[src/rtl/escaneo_teclado_if.sv]
// Keypad pin bundle plus the {codigo, key_detect} result consumed by key translation.
interface escaneo_teclado_if;
    logic [3:0] filas;
    logic [3:0] columnas;
    logic [3:0] codigo;
    logic       key_detect;

    modport master (output filas, input columnas, input codigo, input key_detect);
    modport slave  (input filas, output columnas, output codigo, output key_detect);
endinterface

[src/rtl/escaneo_teclado.sv]
// 4x4 keypad scanner: column strobing, row synchronisation, press/release debounce,
// one key_detect pulse per physical press.
//
// state        | meaning
// SCAN         | drive one column per slot, look for any low row at slot end
// DEBOUNCE     | row pattern must stay identical for DEBOUNCE_CNT cycles
// PRESSED      | single cycle: codigo updated, key_detect high
// WAIT_RELEASE | column frozen until rows idle for DEBOUNCE_CNT cycles
module escaneo_teclado #(
    parameter int SCAN_DIV     = 1000,
    parameter int DEBOUNCE_CNT = 20000
) (
    input  logic               clk,
    input  logic               rst_n,
    escaneo_teclado_if.slave   bus
);

    localparam int CNT_MAX = (SCAN_DIV > DEBOUNCE_CNT) ? SCAN_DIV : DEBOUNCE_CNT;
    localparam int CW      = $clog2(CNT_MAX);
    localparam logic [CW-1:0] SCAN_LOAD = CW'(SCAN_DIV - 1);
    localparam logic [CW-1:0] DEB_LOAD  = CW'(DEBOUNCE_CNT - 1);

    typedef enum logic [1:0] {SCAN, DEBOUNCE, PRESSED, WAIT_RELEASE} estado_t;

    estado_t       estado, estado_d;
    logic [CW-1:0] cnt, cnt_d;
    logic [1:0]    col, col_d;
    logic [3:0]    patron, patron_d;
    logic [3:0]    codigo_q, codigo_d;
    logic          key_detect_q, key_detect_d;
    logic [3:0]    columnas_q, columnas_d;
    logic [3:0]    filas_m, filas_s;

    function automatic logic [1:0] fila_min(input logic [3:0] p);
        if (!p[0])      return 2'd0;
        else if (!p[1]) return 2'd1;
        else if (!p[2]) return 2'd2;
        else            return 2'd3;
    endfunction

    // Rows idle high, so the synchroniser resets to "no key".
    always_ff @(posedge clk or negedge rst_n) begin
        if (!rst_n) begin
            filas_m <= 4'hF;
            filas_s <= 4'hF;
        end else begin
            filas_m <= bus.filas;
            filas_s <= filas_m;
        end
    end

    always_ff @(posedge clk or negedge rst_n) begin
        if (!rst_n) begin
            estado       <= SCAN;
            cnt          <= SCAN_LOAD;
            col          <= 2'd0;
            patron       <= 4'hF;
            codigo_q     <= 4'h0;
            key_detect_q <= 1'b0;
            columnas_q   <= 4'b1110;
        end else begin
            estado       <= estado_d;
            cnt          <= cnt_d;
            col          <= col_d;
            patron       <= patron_d;
            codigo_q     <= codigo_d;
            key_detect_q <= key_detect_d;
            columnas_q   <= columnas_d;
        end
    end

    // Timers are down-counters: reload on entry, act when they reach zero.
    always_comb begin
        estado_d     = estado;
        cnt_d        = cnt;
        col_d        = col;
        patron_d     = patron;
        codigo_d     = codigo_q;
        key_detect_d = 1'b0;
        case (estado)
            SCAN: begin
                if (cnt == '0) begin
                    if (filas_s == 4'hF) begin
                        col_d = col + 2'd1;
                        cnt_d = SCAN_LOAD;
                    end else begin
                        patron_d = filas_s;
                        cnt_d    = DEB_LOAD;
                        estado_d = DEBOUNCE;
                    end
                end else begin
                    cnt_d = cnt - CW'(1);
                end
            end
            DEBOUNCE: begin
                if (filas_s != patron) begin
                    estado_d = SCAN;
                    col_d    = col + 2'd1;
                    cnt_d    = SCAN_LOAD;
                end else if (cnt == '0) begin
                    estado_d     = PRESSED;
                    key_detect_d = 1'b1;
                    codigo_d     = {fila_min(patron), col};
                end else begin
                    cnt_d = cnt - CW'(1);
                end
            end
            PRESSED: begin
                estado_d = WAIT_RELEASE;
                cnt_d    = DEB_LOAD;
            end
            WAIT_RELEASE: begin
                if (filas_s != 4'hF) begin
                    cnt_d = DEB_LOAD;
                end else if (cnt == '0) begin
                    estado_d = SCAN;
                    col_d    = col + 2'd1;
                    cnt_d    = SCAN_LOAD;
                end else begin
                    cnt_d = cnt - CW'(1);
                end
            end
            default: begin
                estado_d = SCAN;
                cnt_d    = SCAN_LOAD;
            end
        endcase
        columnas_d = ~(4'b0001 << col_d);
    end

    assign bus.columnas   = columnas_q;
    assign bus.codigo     = codigo_q;
    assign bus.key_detect = key_detect_q;

endmodule

[src/flat_wrapper.sv]
// flat-port wrapper written by rule: the top's interface ports become plain ports
module escaneo_teclado_flat 
#(
    parameter int SCAN_DIV     = 1000,
    parameter int DEBOUNCE_CNT = 20000
)
  (clk, rst_n, bus_filas, bus_columnas, bus_codigo, bus_key_detect);
  escaneo_teclado_if bus_i ();
  input  logic clk;
  input  logic rst_n;
  input wire logic [$bits(bus_i.filas)-1:0] bus_filas;
  output wire logic [$bits(bus_i.columnas)-1:0] bus_columnas;
  output wire logic [$bits(bus_i.codigo)-1:0] bus_codigo;
  output wire logic [$bits(bus_i.key_detect)-1:0] bus_key_detect;
  assign bus_i.filas = bus_filas;
  assign bus_columnas = bus_i.columnas;
  assign bus_codigo = bus_i.codigo;
  assign bus_key_detect = bus_i.key_detect;
  escaneo_teclado #(.SCAN_DIV(SCAN_DIV), .DEBOUNCE_CNT(DEBOUNCE_CNT)) u_core (.clk(clk), .rst_n(rst_n), .bus(bus_i));
endmodule
[config.mk]
export PLATFORM = sky130hd
export DESIGN_NAME = escaneo_teclado_flat
export DESIGN_NICKNAME = d
export VERILOG_FILES = /design/src/rtl/escaneo_teclado_if.sv /design/src/rtl/escaneo_teclado.sv /design/src/flat_wrapper.sv
export SDC_FILE = /design/constraint.sdc
export NUM_CORES = 1
export LEC_CHECK = 0
export CORE_MARGIN = 2
export CORE_UTILIZATION = 40
export CTS_CLUSTER_SIZE = 25
export DETAILED_ROUTE_END_ITERATION = 16
export GPL_ROUTABILITY_DRIVEN = 1
export GPL_TIMING_DRIVEN = 0
export HOLD_SLACK_MARGIN = 0.15
export PLACE_DENSITY = 0.68
export SLEW_MARGIN = 20
export SYNTH_ARGS = -nofsm -noshare
export SYNTH_HDL_FRONTEND = slang
export SYNTH_SLANG_ARGS = --single-unit
[constraint.sdc]
create_clock -name clk -period 3.3 [get_ports clk]
set_input_delay 0.495 -clock clk [delete_from_list [all_inputs] [get_ports clk]]
set_output_delay 0.495 -clock clk [all_outputs]
set_load 0.05 [all_outputs]
==> flow_summary_export.csv <==
group,metric,value,unit
outcome,outcome,"complete, no violations",
floorplanning,dieArea,5460,um^2
logic_synthesis,seq_area_frac_synth,0.527,
logic_synthesis,avgSynthCellArea,11.7,um^2
layout,area_delta_synth_final,17.0,%
sta,period_needed,2330,ps
critical_path,critPathArrivalTime,2540,ps
sta,period_share,0.705,
detailed_routing,wl_per_cell,13.6,um
layout,final_cell_count_no_fill,258,
clock_tree,cts_tree,"built",
layout,final_net_count,198,
critical_path,crit_chain,"inv_1, ha_1, nor3b_2, and4_1, buf_2, a22oi_1, nand2_1, a21oi_1",
logic_synthesis,synth.top_cells.by_area,"dfstp_2 (31%), dfrtp_1 (22%), nand2_1 (3.6%), xor2_1 (3.6%), nor4_4 (3.3%)",
detailed_routing,drt_wl_total,3510,um
sta,slew-limit-headroom,0.576,
clock_tree,clk_latency,290,ps
critical_path,slowest_stage,"dfstp_2",
clock_tree,clkTransAtPathRegs,70,ps
global_route,grt_max_degree,27,
place,dp_cells,249,
critical_path,reg2reg_setup_slack,970,ps
floorplanning,ios,15,
place,dp_slack,1010,ps
floorplanning,core,4720,um^2
place,routabilityCongestion,0.834,
global_route,grt_pass1_vias,1319,
logic_synthesis,synth_area,1960,um^2
place,io_buffer_count,14,
critical_path,ff2ff_path_depth,8,
logic_synthesis,synth_top_area_cell,"dfstp_2",
critical_path,worstSetupPathType,"register to register",
sta,layout_setup_ws,974,ps
worst_hold_path,hold_end,"u_core.filas_s[0]",
detailed_routing,drtIter0Drc,76,
critical_path,crit_path_end_kind,"register",
logic_synthesis,synth_seq_cells,40,
worst_hold_path,hp-class,"register to register",
place,dp_hpwl,2520,um
pwr,leakage,0.934,nW
layout,n_antenna_cell,0,
logic_synthesis,syn-instance-count,167,
flow_run,drv_cap,0,
detailed_routing,drcViolationCount,0,
clock_tree,numCtsBuffers,5,
critical_path,worstPathRequired,3520,ps
sta,setup_tns,0,ps
critical_path,start_kind,"register",
layout,layout-drive-gt1-share,0.277,
critical_path,r2r_start,"u_core.cnt[0]",
global_route,grt_overflow,0,
sta,fmax,430,MHz
clock_tree,cts.path.max_buffers,2,
sta,timing.final.max_slew_violations,0,
detailed_routing,drt.antenna.violating_nets,0,
sta,tightest_slew,636,ps
clock_tree,clock_sinks,40,
logic_synthesis,synth-edff-count,0,
global_route,antenna_found_initial,0,
worst_hold_path,whs_path_depth,0,
logic_synthesis,yosysTopAreaCellShare,0.309,
logic_synthesis,synthArstFlopShare,1.00,
detailed_routing,post_drt_via_cell_ratio,5.11,
worst_hold_path,worstHoldStart,"u_core.filas_m[0]",
detailed_routing,vias,1319,
sta,hold_ws,358,ps
pwr,power_density,532,nW/um^2
critical_path,r2r-end,"u_core.cnt[8]",
global_route,grt_usage,0.151,
critical_path,critPathMaxStageDelay,560,ps
detailed_routing,drt_pass1_iterations,4,
logic_synthesis,yosys_most_used_dff,"dfstp_2",
pwr,peakVddDrop,0.298,mV
logic_synthesis,yosys_warnings,0,
floorplanning,die_x,73.9,um
layout,multi_input_area,890,um^2
sta,hold_violations,0,
sta,finClkSkew,4.74,ps
layout,regArea,1030,um^2
layout,fillerInstances,433,
logic_synthesis,syn_nets,175,
critical_path,crit_fanout,10,
floorplanning,num_rows,25,
clock_tree,cts_root_buf,"clkbuf_8",
sta,grt_setup_unrepaired,"false",
sta,final-setup-viol-count,0,
global_route,grt_pass1_wl,6270,um
floorplanning,die_h,73.9,um
floorplanning,floorplan.initialDensity,0.414,
clock_tree,h-tree-depth,2,
logic_synthesis,synth_cell_type_count,49,
-- power by group --
part | internal, mW | leakage (nW) | switching, mW | total (mW)
combinational | 0.115 | 0.424 | 0.122 | 0.237
sequential | 0.582 | 0.465 | 0.0891 | 0.671
clock | 0.148 | 0.0455 | 0.163 | 0.311
-- per-layer routing --
metal  part of all wire  global-route usage  up-vias  routed length, um
met1               0.47               0.207      654               1660
met3              0.042              0.0412        2                148
met5                  0                   0        -                  0
met4             0.0060              0.0485        0                 21
met2               0.48               0.234       22               1680
li1                   -                   -      641                  -
-- registers in the layout (all words and copies together), names as in the netlist, named ones only --
| name | cells |
|---|---|
| u_core.patron | 4 |
| u_core.cnt | 15 |
| u_core.filas_m | 4 |
| u_core.col | 2 |
| u_core.bus.columnas | 4 |
| u_core.bus.codigo | 4 |
| u_core.estado | 1 |
| u_core.filas_s | 4 |
| u_core.bus.key_detect | 1 |
-- layout make-up --
class / count / area share
Sequential cell: 40 / 0.450
Multi-Input combinational cell: 118 / 0.389
Timing Repair Buffer: 16 / 0.0722
Tap cell: 67 / 0.0366
Clock buffer: 6 / 0.0317
Inverter: 5 / 0.00820
Buffer: 4 / 0.00765
Clock inverter: 2 / 0.00492
-- metrics by stage --
step                area (um^2)   util  total power, mW
detailed placement         2190  0.465            0.916
global placement           2180  0.461            0.905
global route               2290  0.485             1.30
finish                     2290  0.485             1.22
floorplan                  1960      -            0.842
CTS                        2290  0.485             1.24
-- cell families after synthesis --
group                      count (synthesis)  synth area share
AOI/OAI and AO/OA                         33             0.127
muxes                                      5            0.0326
adders and majority gates                  2            0.0128
DFF                                       40             0.527
buffers and inverters                      9            0.0186
and+or+nand+nor                           63             0.212
xor gates and xnor gates                  15            0.0710
-- what timing repair did --
action,4_1_cts,5_1_grt
hold endpoints to repair,6,0
buffers inserted,0,0
hold buffers,1,0
gates resized for setup,0,0
-- how the worst max path moves through the flow --
stage               slack [ps]                     end  cells past startpoint          start
floorplan                 1320          u_core.cnt[12]                      8  u_core.cnt[0]
global placement           780  u_core.bus.columnas[0]                      1          rst_n
detailed placement        1010           u_core.cnt[8]                      8  u_core.cnt[0]
CTS                        980           u_core.cnt[8]                      8  u_core.cnt[0]
global route               840           u_core.cnt[8]                      8  u_core.cnt[0]
finish                     970           u_core.cnt[8]                      8  u_core.cnt[0]
-- critical path: cells and delay by family (launching register included) --
| family | cells | cell delay (ps) |
|---|---|---|
| AOI/OAI and AO/OA | 2 | 710 |
| adders and majority gates | 1 | 200 |
| buffers and inverters | 2 | 260 |
| DFF | 1 | 560 |
| and+or+nand+nor | 3 | 520 |
-- cell usage after synthesis, drive strengths merged, types with 3 or more instances --
cell type and n:
inv 5, dfrtp 17, mux2 5, nor2 11, xnor2 7, a31oi 3, xor2 8, dfstp 23
and3 3, o21ai 12, nand2b 4, a21oi 4, buf 3, nor4 5, or3 3, o31a 3
nand2 19, nor3 4
-- cell usage in the layout, fill, tap and decap left out, drive strengths merged, types with 2 or more instances in the layout --
cell / Yosys / final
o31a: 3 / 3
dfstp: 23 / 23
inv: 5 / 6
nor2: 11 / 11
dfrtp: 17 / 17
xor2: 8 / 8
clkbuf: 1 / 7
a21oi: 4 / 4
and3: 3 / 3
ha: 2 / 2
nand2: 19 / 19
nand3: 2 / 2
or3: 3 / 3
clkdlybuf4s50: 0 / 13
a31oi: 3 / 3
nand4b: 2 / 2
o21ai: 12 / 12
nand4: 2 / 2
and2: 2 / 2
nand2b: 4 / 4
buf: 3 / 5
nor4: 5 / 5
a22oi: 2 / 2
a311oi: 2 / 2
mux2: 5 / 5
nor3: 4 / 4
and4: 2 / 2
xnor2: 7 / 7
No activity file was read; power rests on OpenSTA's default activity.
